[config.mk]
export PLATFORM = sky130hd
export DESIGN_NAME = exp_arbiter
export DESIGN_NICKNAME = d
export VERILOG_FILES = /design/src/rtl/exp_pkg.sv /design/src/rtl/exp_rr_pick.sv /design/src/rtl/exp_arbiter.sv
export SDC_FILE = /design/constraint.sdc
export NUM_CORES = 1
export LEC_CHECK = 0
export ABC_CLOCK_PERIOD_IN_PS = 5500
export CORE_ASPECT_RATIO = 1.25
export CORE_MARGIN = 2
export CORE_UTILIZATION = 43
export CTS_CLUSTER_SIZE = 24
export DETAILED_ROUTE_END_ITERATION = 16
export PLACE_DENSITY = 0.86
export SLEW_MARGIN = 30
export SYNTH_ARGS = -nofsm -noshare
export SYNTH_HDL_FRONTEND = slang
export SYNTH_SLANG_ARGS = --single-unit
[constraint.sdc]
create_clock -name clk -period 5.5 [get_ports clk]
set_clock_uncertainty 0.1 [all_clocks]
set_input_delay 0.55 -clock clk [delete_from_list [all_inputs] [get_ports clk]]
set_output_delay 0.55 -clock clk [all_outputs]
set_load 0.02 [all_outputs]
[src/rtl/exp_pkg.sv]
// Shared definitions for the exponential-engine arbiter: width defaults,
// float constants and the arbiter state encoding.
package exp_pkg;

    localparam int NUM_REQ_DEF        = 4;
    localparam int EXPONENT_WIDTH_DEF = 8;
    localparam int MANTISSA_WIDTH_DEF = 23;
    localparam int DATA_WIDTH_DEF     = EXPONENT_WIDTH_DEF + MANTISSA_WIDTH_DEF + 1;
    localparam int TIMEOUT_CYCLES_DEF = 64;

    localparam logic [31:0] ONE  = 32'h3F800000;
    localparam logic [31:0] ZERO = 32'h00000000;

    typedef enum logic [1:0] {
        IDLE,
        ISSUE,
        WAIT,
        RESP
    } state_t;

endpackage

[src/rtl/exp_rr_pick.sv]
// Combinational round-robin picker: first valid requester at or above
// rr_ptr, wrapping around, as a one-hot grant plus its index.
module exp_rr_pick
    import exp_pkg::*;
#(
    parameter int NUM_REQ = NUM_REQ_DEF,
    parameter int IDX_W   = $clog2(NUM_REQ)
) (
    input  logic [NUM_REQ-1:0] req_valid,
    input  logic [IDX_W-1:0]   rr_ptr,
    output logic [NUM_REQ-1:0] gnt,
    output logic [IDX_W-1:0]   gnt_idx,
    output logic               gnt_any
);

    logic [IDX_W-1:0] idx;

    always_comb begin
        // NOTE: every output gets a default before the search so no path leaves one unassigned (no latch).
        gnt     = '0;
        gnt_idx = '0;
        gnt_any = 1'b0;
        idx     = '0;
        for (int i = 0; i < NUM_REQ; i++) begin
            idx = IDX_W'((int'(rr_ptr) + i) % NUM_REQ);
            if (!gnt_any && req_valid[idx]) begin
                gnt[idx] = 1'b1;
                gnt_idx  = idx;
                gnt_any  = 1'b1;
            end
        end
    end

endmodule

[src/rtl/exp_arbiter.sv]
// Round-robin arbiter sharing one exponential engine among NUM_REQ requesters.
// Optional watchdog on the engine wait is enabled by defining EXP_ARB_TIMEOUT_EN.
module exp_arbiter
    import exp_pkg::*;
#(
    parameter int NUM_REQ        = NUM_REQ_DEF,
    parameter int EXPONENT_WIDTH = EXPONENT_WIDTH_DEF,
    parameter int MANTISSA_WIDTH = MANTISSA_WIDTH_DEF,
    parameter int DATA_WIDTH     = EXPONENT_WIDTH + MANTISSA_WIDTH + 1,
    parameter int TIMEOUT_CYCLES = TIMEOUT_CYCLES_DEF
) (
    input  logic                          clk,
    input  logic                          rst,
    input  logic [NUM_REQ-1:0]            req_valid,
    input  logic [NUM_REQ*DATA_WIDTH-1:0] req_data,
    output logic [NUM_REQ-1:0]            req_ready,
    output logic [NUM_REQ-1:0]            rsp_valid,
    output logic [DATA_WIDTH-1:0]         rsp_data,
    output logic                          rsp_err,
    output logic                          exp_start,
    output logic [DATA_WIDTH-1:0]         exp_in,
    input  logic [DATA_WIDTH-1:0]         exp_out,
    input  logic                          exp_done
);

    localparam int IDX_W = $clog2(NUM_REQ);

    state_t                 state;
    logic [IDX_W-1:0]       rr_ptr;
    logic [IDX_W-1:0]       gnt_idx;
    logic [DATA_WIDTH-1:0]  op_reg;
    logic [DATA_WIDTH-1:0]  res_reg;
    logic [DATA_WIDTH-1:0]  req_ops [NUM_REQ];
    logic [NUM_REQ-1:0]     pick_gnt;
    logic [IDX_W-1:0]       pick_idx;
    logic                   pick_any;
    logic                   timeout_hit;

    if (NUM_REQ < 2 || NUM_REQ > 16) begin : g_bad_num_req
        $error("exp_arbiter: NUM_REQ must be in 2..16");
    end
    if (TIMEOUT_CYCLES < 1) begin : g_bad_timeout
        $error("exp_arbiter: TIMEOUT_CYCLES must be at least 1");
    end

    for (genvar i = 0; i < NUM_REQ; i++) begin : g_unpack
        assign req_ops[i] = req_data[i*DATA_WIDTH +: DATA_WIDTH];
    end

    exp_rr_pick #(
        .NUM_REQ (NUM_REQ),
        .IDX_W   (IDX_W)
    ) u_pick (
        .req_valid (req_valid),
        .rr_ptr    (rr_ptr),
        .gnt       (pick_gnt),
        .gnt_idx   (pick_idx),
        .gnt_any   (pick_any)
    );

    // Accept strobe must land in the grant cycle itself, so it is decoded, not registered.
    assign req_ready = (state == IDLE && !rst) ? pick_gnt : '0;
    assign exp_in    = op_reg;
    assign rsp_data  = res_reg;

    always_ff @(posedge clk or posedge rst) begin
        if (rst) begin
            state     <= IDLE;
            rr_ptr    <= '0;
            gnt_idx   <= '0;
            op_reg    <= '0;
            res_reg   <= '0;
            rsp_valid <= '0;
            exp_start <= 1'b0;
        end else begin
            // NOTE: non-blocking assignments keep every register updating from pre-edge values.
            case (state)
                IDLE: begin
                    if (pick_any) begin
                        op_reg    <= req_ops[pick_idx];
                        gnt_idx   <= pick_idx;
                        exp_start <= 1'b1;
                        state     <= ISSUE;
                    end
                end
                ISSUE: begin
                    exp_start <= 1'b0;
                    state     <= WAIT;
                end
                WAIT: begin
                    if (exp_done || timeout_hit) begin
                        res_reg   <= exp_done ? exp_out : '0;
                        rsp_valid <= NUM_REQ'(1) << gnt_idx;
                        state     <= RESP;
                    end
                end
                RESP: begin
                    rsp_valid <= '0;
                    rr_ptr    <= (gnt_idx == IDX_W'(NUM_REQ - 1)) ? '0 : gnt_idx + 1'b1;
                    state     <= IDLE;
                end
                default: state <= IDLE;
            endcase
        end
    end

`ifdef EXP_ARB_TIMEOUT_EN
    localparam int CNT_W = $clog2(TIMEOUT_CYCLES + 1);

    logic [CNT_W-1:0] wd_cnt;
    logic             err_reg;

    // A done arriving in the expiry cycle wins, hence the !exp_done term.
    assign timeout_hit = (state == WAIT) && !exp_done && (wd_cnt == CNT_W'(TIMEOUT_CYCLES - 1));

    always_ff @(posedge clk or posedge rst) begin
        if (rst) begin
            wd_cnt  <= '0;
            err_reg <= 1'b0;
        end else begin
            if (state == WAIT && !exp_done && !timeout_hit) begin
                wd_cnt <= wd_cnt + 1'b1;
            end else begin
                wd_cnt <= '0;
            end
            if (state == WAIT && (exp_done || timeout_hit)) begin
                err_reg <= timeout_hit;
            end
        end
    end

    assign rsp_err = err_reg;
`else
    assign timeout_hit = 1'b0;
    assign rsp_err     = 1'b0;
`endif

endmodule

* Yosys cells after proc, flatten, opt, wreduce, memory -nomap -nowiden
Index checks and enable logic that the tools add are counted.
** Word-level totals
- Register bits after elaboration :: 75
- Latch bits :: 0
- Bits in writable memories :: 0
- Memory bits (read-only) :: 0
- Bits of input ports :: 167
- Output and inout port bits :: 74
- Logic and storage cells :: 91
- Memories kept :: 0
** Operators by class
- Add/subtract/negate cells :: 4
- Multiply operators :: 0
- Div/mod/pow operators :: 0
- $lt $le $gt $ge :: 9
- Equal/unequal tests :: 6
- Shift-type cells :: 1
- Muxes and demuxes :: 40
- Bitwise logic cells :: 4
- Reductions and logical operators :: 20
** Operator list (count)
- binary-select mux 32 bit (select 2 bit) :: 1
- two-way mux 32 bit :: 2
- two-way mux 4 bit :: 6
- two-way mux 2 bit :: 7
- two-way mux 1 bit :: 13
- < comparator 2 x 3 -> 1 bit, second input constant :: 4
- bitwise OR 4 bit :: 3
- AND reduction 2 bit :: 5
- binary-select mux 1 bit (select 2 bit) :: 4
- demux 1 bit (select 2 bit) :: 4
- greater-or-equal comparator 2 x 1 -> 1 bit, second input constant :: 4
- logical AND 1 bit :: 8
- case mux 2 bit (4 select lines) :: 1
- case mux 4 bit (2 select lines) :: 1
- == test 2 bit, second input constant :: 3
- adder 2 x 1 -> 2 bit, second input constant :: 2
- adder 2 bit, second input constant :: 2
- logical NOT 1 bit :: 4
- inequality test 2 bit, second input constant :: 2
- nonzero test 2 bit :: 2
- left shift 1 x 2 -> 4 bit, first input constant :: 1
- greater-or-equal comparator 3 bit, second input constant :: 1
- inverter 2 -> 3 bit :: 1
- == test 2 x 1 -> 1 bit, second input constant :: 1
- 2 further kinds :: 2

* Longest topological paths before layout
Gate-level depths: netlist (run 1).
- Word-level depth :: 16
- Gate-level depth with buffers :: 10
- Gate-level depth less buffers :: 8

* Modules after synthesis
Synthesis (run 1) repeated with hierarchy kept, for this count alone.
** Second synthesis, totals
- Cells, all modules :: 354
- Area, all modules :: 4446.8 um^2
** By module, submodules not included
- exp_arbiter :: times used 1, cells an instance 309, area an instance 4025.1 um^2, seq. area each 1876.8 um^2
- exp_rr_pick :: times used 1, cells an instance 45, area an instance 421.7 um^2, seq. area each 0.0 um^2

* Worst setup path after synthesis (run 1)
Ideal clock, no wire load.
- Kind :: in2out
- From :: in rst
- To :: out req_ready[0]
- Data arrival time :: 2.865 ns
- Data required time :: 4.850 ns
- Setup slack :: 1.985 ns
- Stages on the path :: 3
- Cells stage by stage :: inv_1 -> nand2_1 -> a21oi_1
** Between the ends
- Cells in the longest elaborated chain, start to end :: 3
** Ends and longest elaborated chain
- start, declared :: line exp_arbiter.sv:13 : input logic rst,
- logical NOT 1 bit (no line)
- logical AND 1 bit :: line exp_arbiter.sv:62 : assign req_ready = (state == IDLE && !rst) ? pick_gnt : '0;
- two-way mux 4 bit :: line exp_arbiter.sv:62
- end, declared :: line exp_arbiter.sv:16 : output logic [NUM_REQ-1:0] req_ready,
No other way between the ends.

* Worst setup path after layout (run 1)
- From :: reg rr_ptr[0]
- To :: out req_ready[0]
** Between the ends
- Cells in the longest elaborated chain, start to end :: 13
- Elaborated cells on any way between the ends :: 48
** Ends and longest elaborated chain
- start, declared :: line exp_arbiter.sv:29 : logic [IDX_W-1:0] rr_ptr;
- start signal, assigned :: line exp_arbiter.sv:99 : rr_ptr <= (gnt_idx == IDX_W'(NUM_REQ - 1)) ? '0 : gnt_idx + 1'b1;
- parallel branches: the longest is 11 deep, another holds < comparator 2 x 3 -> 1 bit
- two-way mux 4 bit * :: line exp_rr_pick.sv:26 : if (!gnt_any && req_valid[idx]) begin
- two-way mux 4 bit * :: line exp_arbiter.sv:62
Mark *: on every way between the ends. The select of a mux whose other input is x is not followed.

==> results.cfg, run 1 <==
[global_routing]
grt_pass1_vias = 4549
grt_max_degree = 76
grt.overflow.total = 0
antenna_found_initial = 0
gr-usage-all-layers_pct = 24.3
grt_pass1_wl_um = 22500

[yosys]
postSynthAreaPerCell_um2 = 11.5
synth_edf_count = 0
synthFlopType = dfrtp_1
synth_cells = 404
ys_async_sr_fraction_pct = 100
yosysSeqAreaShare_pct = 40.5
ys_ff_latch = 75
ys_types = 46
synth_warnings = 0
syn-num-nets = 587
syn_area_um2 = 4630

[floorplanning]
coreArea_um2 = 10600
rows = 42
die_area_um2 = 11600
die_h_um = 120
initial_core_util_pct = 43.8
die_w_um = 96.8
io_pins = 241

[worst_setup_path]
startpoint_type = flip-flop
crit_arrival_ns = 3.83
crit_buf_inv = 2
cp_data_required_time_ns = 4.85
crit_chain = inv_1, ha_1, or3_1, o41ai_1, nand2_1, a21oi_1, clkdlybuf4s50_1
crit_slowest_cell = dfrtp_1
path_max_fanout = 16
crit_family = buffers and inverters
slowest_delay_ns = 0.73
crit_type = reg2out
worstSetupEndpointType = primary output

[place]
place_inst = 753
place_congestion = 0.812
hpwlAfterDp_um = 10700
portBuffers = 239
place_ws_ns = 1.39

[clock_tree]
cts-resized-gates = 0
clk_pin_slew_ns = 0.06
clock_sinks = 75
cts_buffers = 9
worstSkewPairLatency_ns = 0.34
cts.path.max_buffers = 2
cts_tree = built
postCtsSetupBuffers = 0
cts_root_buffer = clkbuf_16
hold_buffers = 0
h-tree-depth = 3

[worst_hold_path]
min_path_type = reg2reg

[sta]
rsz0062_at_grt = false
finalSetupTns_ns = 0
final_hold_viol_count = 0
slew_violations = 0
finalSetupViolCount = 0
fmax_mhz = 223
max_slew_margin_pct = 45.5
layout_setup_ws_ns = 1.02
fin_crit_ns = 4.48
post-route-period-util_pct = 81.4
worst_pin_slew_ns = 0.816

[run]
cap_violations = 0

[route]
drt-initial-drc-count = 183
ant_nets = 0
wl_per_cell_um = 18.4
top_layer = met4
drt-met1-wl_um = 5310
route.vias.total = 4156
drtPass1Iterations = 4
routed_wirelength_um = 14200
vias_per_cell = 5.40
drc_errors = 0
wl_met2_um = 7400
wl_met3_um = 982

[power_and_ir_drop]
pwr_density_cell_nw_per_um2 = 569
p_leak_nw = 3.05
vdd_drop_max_uv = 297
total_power_mw = 4.19

[cells_and_area]
n_antenna_cell = 0
regArea_um2 = 1880
nNetsFinal = 816
synthToLayoutAreaGrowth_pct = 58.8
multi_input_area_um2 = 2500
drive_gt1_share_pct = 15.8
final_core_util_pct = 69.6
layoutNonFillerInstCount = 770
nFillCells = 780

[status]
status = complete, no violations
## metal layers
metal / track usage (%) / vias to the layer above
met5: 0 / -
met4: 11.1 / 0
met3: 7.63 / 29
met2: 43.6 / 169
met1: 26.1 / 2014
li1: - / 1944
## worst min-delay path: stages (launching register included)
cell and delay (ns):
dfrtp_1 0.34, nand2_1 0.06, o221ai_2 0.06
## placed cells by master (no fill, tap or decap), types with 6 or more instances in the layout
cell,instances
buf_4,7
mux2i_1,52
nor2b_1,6
nand2_1,52
dfrtp_1,75
o21ai_0,10
nor2_1,6
a21boi_1,20
clkdlybuf4s50_1,239
o221ai_2,31
a21oi_1,28
mux2_2,33
ha_1,16
inv_1,8
clkbuf_16,9
## sequential cells by signal, indices dropped and copies added, names as in the netlist
register / flops
rsp_valid: 4
rr_ptr: 2
exp_in: 32
gnt_idx: 2
exp_start: 1
rsp_data: 32
state: 2
## synthesized netlist by cell type (2+ instances only)
master | instances | area share (%)
nand2b_1 | 2 | 0.27
a21oi_1 | 28 | 3.0
o221ai_2 | 31 | 10
mux2_2 | 33 | 8.0
ha_1 | 16 | 4.3
nor2_1 | 6 | 0.49
dfrtp_1 | 75 | 41
nand3b_1 | 2 | 0.32
buf_2 | 3 | 0.32
clkbuf_1 | 10 | 0.81
nor2b_1 | 6 | 0.81
buf_6 | 5 | 1.2
buf_4 | 6 | 0.97
nand2_1 | 52 | 4.2
buf_12 | 2 | 0.86
a31oi_1 | 4 | 0.54
a21boi_1 | 20 | 3.2
a22o_1 | 4 | 0.76
inv_1 | 9 | 0.73
buf_1 | 3 | 0.24
o41ai_1 | 2 | 0.38
mux2i_1 | 52 | 11
o21ai_0 | 10 | 1.1
## cell type report
type / instances / share of cell area, %
multi-input combinational: 290 / 34.0
sequential: 75 / 25.5
tap: 132 / 2.25
clock buffer: 9 / 3.06
inverter: 9 / 0.476
clock inverter: 7 / 1.14
timing repair buffer: 248 / 33.6
## cell families (layout without fill, tap and decap cells)
logic type,Yosys count,in the layout,share of synthesized area [%]
adder cells (fa/ha/maj),16,16,4.32
other,1,1,0.0810
AO/OA/AOI/OAI,107,107,21.4
AND/OR/NAND/NOR,80,80,8.43
flip-flops,75,75,40.5
buffers and inverters,39,273,5.48
multiplexers,86,86,19.8
## through the flow
stage	instance area (um^2)	hold WS, ns
global placement	7030	0.371
global route	7350	0.413
finish	7350	0.392
detailed placement	7030	0.371
floorplan	4630	0.399
CTS	7340	0.392
## power by group
part | total [mW] | switching [mW] | internal (mW)
registers | 1.02 | 0.187 | 0.832
logic | 2.55 | 1.33 | 1.22
clock network | 0.616 | 0.256 | 0.360
## worst paths after layout
check	start	endpoint	slack, ns	cells after the start
worst max-delay path	rr_ptr[0]	req_ready[0]	1.02	7
worst min-delay path	exp_in[25]	exp_in[25]	0.39	2
worst max register to register	rr_ptr[0]	exp_in[1]	1.80	8
worst min register to register	exp_in[25]	exp_in[25]	0.39	2
max in group asynchronous	rst	exp_in[23]	4.17	3
min in group asynchronous	rst	rr_ptr[0]	0.65	3
Power figures use the tool's default switching activity.
==> run 2, diff against run 1 <==
Settings changed: ABC_CLOCK_PERIOD_IN_PS 5500 to 4000, CORE_UTILIZATION 43 to 36, PLACE_DENSITY 0.86 to 0.77.
Clock period 5.5 ns to 4 ns, I/O delays scaled along.
==> run 2 against run 1 <==
Net effect: register-to-register slack lost 0.67 ns; global-route usage shrank 4.6 points; die area grew 19%; via count shrank 0.31%; non-clock buffer count grew 1; critical path depth grew 1; largest cell class unchanged; combinational power grew 40%; sequential share of layout area shrank 0.19 points; worst hold slack lost 0.0085 ns; power grew 36%; final cell count grew 4.8%; design area grew 0.77%.
==> results.cfg, run 2 (synthesis results as in run 1) <==
[worst_setup_path]
worst-path-stages = 8
path_max_fanout = 11
crit_chain = inv_1, ha_1, mux4_2, a211oi_2, a22o_1, mux2i_1, a21oi_1, clkdlybuf4s50_1
crit_slowest_cell = clkdlybuf4s50_1
crit_type = reg2out
cp_data_required_time_ns = 3.50
startpoint_type = flip-flop
r2r_cells = 10
crit_arrival_ns = 3.20
crit_family = buffers and inverters
worstSetupEndpointType = primary output
slowest_delay_ns = 0.63
crit_buf_inv = 2

[sta]
post-route-period-util_pct = 92.6
finalSetupViolCount = 0
fmax_mhz = 270
finalSetupTns_ns = 0
slew_violations = 0
max_slew_margin_pct = 52.3
final_hold_viol_count = 0
layout_setup_ws_ns = 0.295
fin_crit_ns = 3.70
rsz0062_at_grt = false
worst_pin_slew_ns = 0.715

[place]
portBuffers = 239
place_ws_ns = 0.494
hpwlAfterDp_um = 10800
postPlaceCellArea_um2 = 7110
place_congestion = 0.789

[clock_tree]
hold_buffers = 0
cts_buffers = 9
clock_sinks = 75
clk_pin_slew_ns = 0.07
worstSkewPairLatency_ns = 0.33
h-tree-depth = 3
cts.path.max_buffers = 2
cts_root_buffer = clkbuf_16
cts_tree = built

[floorplanning]
rows = 46
coreArea_um2 = 12600
die_w_um = 105
io_pins = 241
initial_core_util_pct = 36.7
die_h_um = 131
die_area_um2 = 13800

[cells_and_area]
n_antenna_cell = 0
drive_gt1_share_pct = 16.1
synthToLayoutAreaGrowth_pct = 60.0
design_area_um2 = 7410
final_common_cell = clkdlybuf4s50_1
nFillCells = 1072
nNetsFinal = 817
final_cell_mix = clkdlybuf4s50_1 (239), dfrtp_1 (75), nand2_1 (52), mux2i_1 (52), mux2_2 (33)

[route]
vias_per_cell = 5.13
ant_nets = 0
routed_wirelength_um = 14100
drc_errors = 0
drtPass1Iterations = 5
route.vias.total = 4143
drt-initial-drc-count = 189
wl_per_cell_um = 17.4

[power_and_ir_drop]
vdd_drop_max_uv = 409
pwr_density_cell_nw_per_um2 = 769
p_leak_nw = 3.06

[global_routing]
antenna_found_initial = 1
grt.overflow.total = 0
gr-usage-all-layers_pct = 19.7
grt_max_degree = 76
grt_pass1_wl_um = 21400
grt_pass1_vias = 4238

[worst_hold_path]
min_path_type = reg2reg
whs_path_depth = 2

[run]
cap_violations = 0

[status]
status = complete, no violations
run 2: what timing repair did:
item | 4_1_cts | 5_1_grt
setup endpoints to repair | 0 | 4
buffers inserted | 0 | 0
resized for setup | 0 | 1
run 2: path summary, 6_finish.rpt:
kind / endpoint / slack, ns / from
setup / recovery: req_ready[1] / 0.30 / rr_ptr[1]
hold / removal: exp_in[27] / 0.38 / exp_in[27]
setup reg to reg: exp_in[7] / 1.13 / rr_ptr[1]
hold reg to reg: exp_in[27] / 0.38 / exp_in[27]
max in group asynchronous: rsp_data[31] / 2.78 / rst
min in group asynchronous: exp_in[1] / 0.49 / rst
run 2: where the power goes:
group	switching, mW	total (mW)	internal (mW)
Combinational	1.86	3.58	1.71
Clock	0.338	0.769	0.431
Sequential	0.209	1.35	1.14
Total	2.41	5.70	3.29
run 2: routing by layer:
layer / share of wire (%) / GRT usage [%] / up-vias
li1: - / - / 1953
met1: 38 / 22.5 / 1984
met2: 52 / 34.6 / 179
met3: 7.4 / 6.45 / 25
met4: 2.2 / 7.53 / 2
met5: 0.092 / 0 / -
run 2: per-stage QoR:
stage	hold WS, ns	cells	power [mW]	utilization (%)
after CTS	0.388	807	5.77	58.7
final	0.383	807	5.70	58.8
after global routing	0.411	807	6.07	58.8
after floorplan	0.399	404	3.73	-
after detailed placement	0.373	791	4.97	56.4
after global placement	0.369	791	4.85	56.4
run 2: area by class of cell:
class                           instances  area (um^2)  area share, %
Sequential cell                        75         1880           25.3
Clock buffer                            9          225           3.04
Timing Repair Buffer                  249         2500           33.7
Tap cell                              168          210           2.84
Clock inverter                          7         58.8          0.794
Multi-Input combinational cell        290         2510           33.8
Inverter                                9         35.0          0.473
run 2: worst min-delay path, cell delays in order, from the launching register on:
cell and delay [ns]:
dfrtp_1 0.34, nand2_1 0.06, o221ai_2 0.05
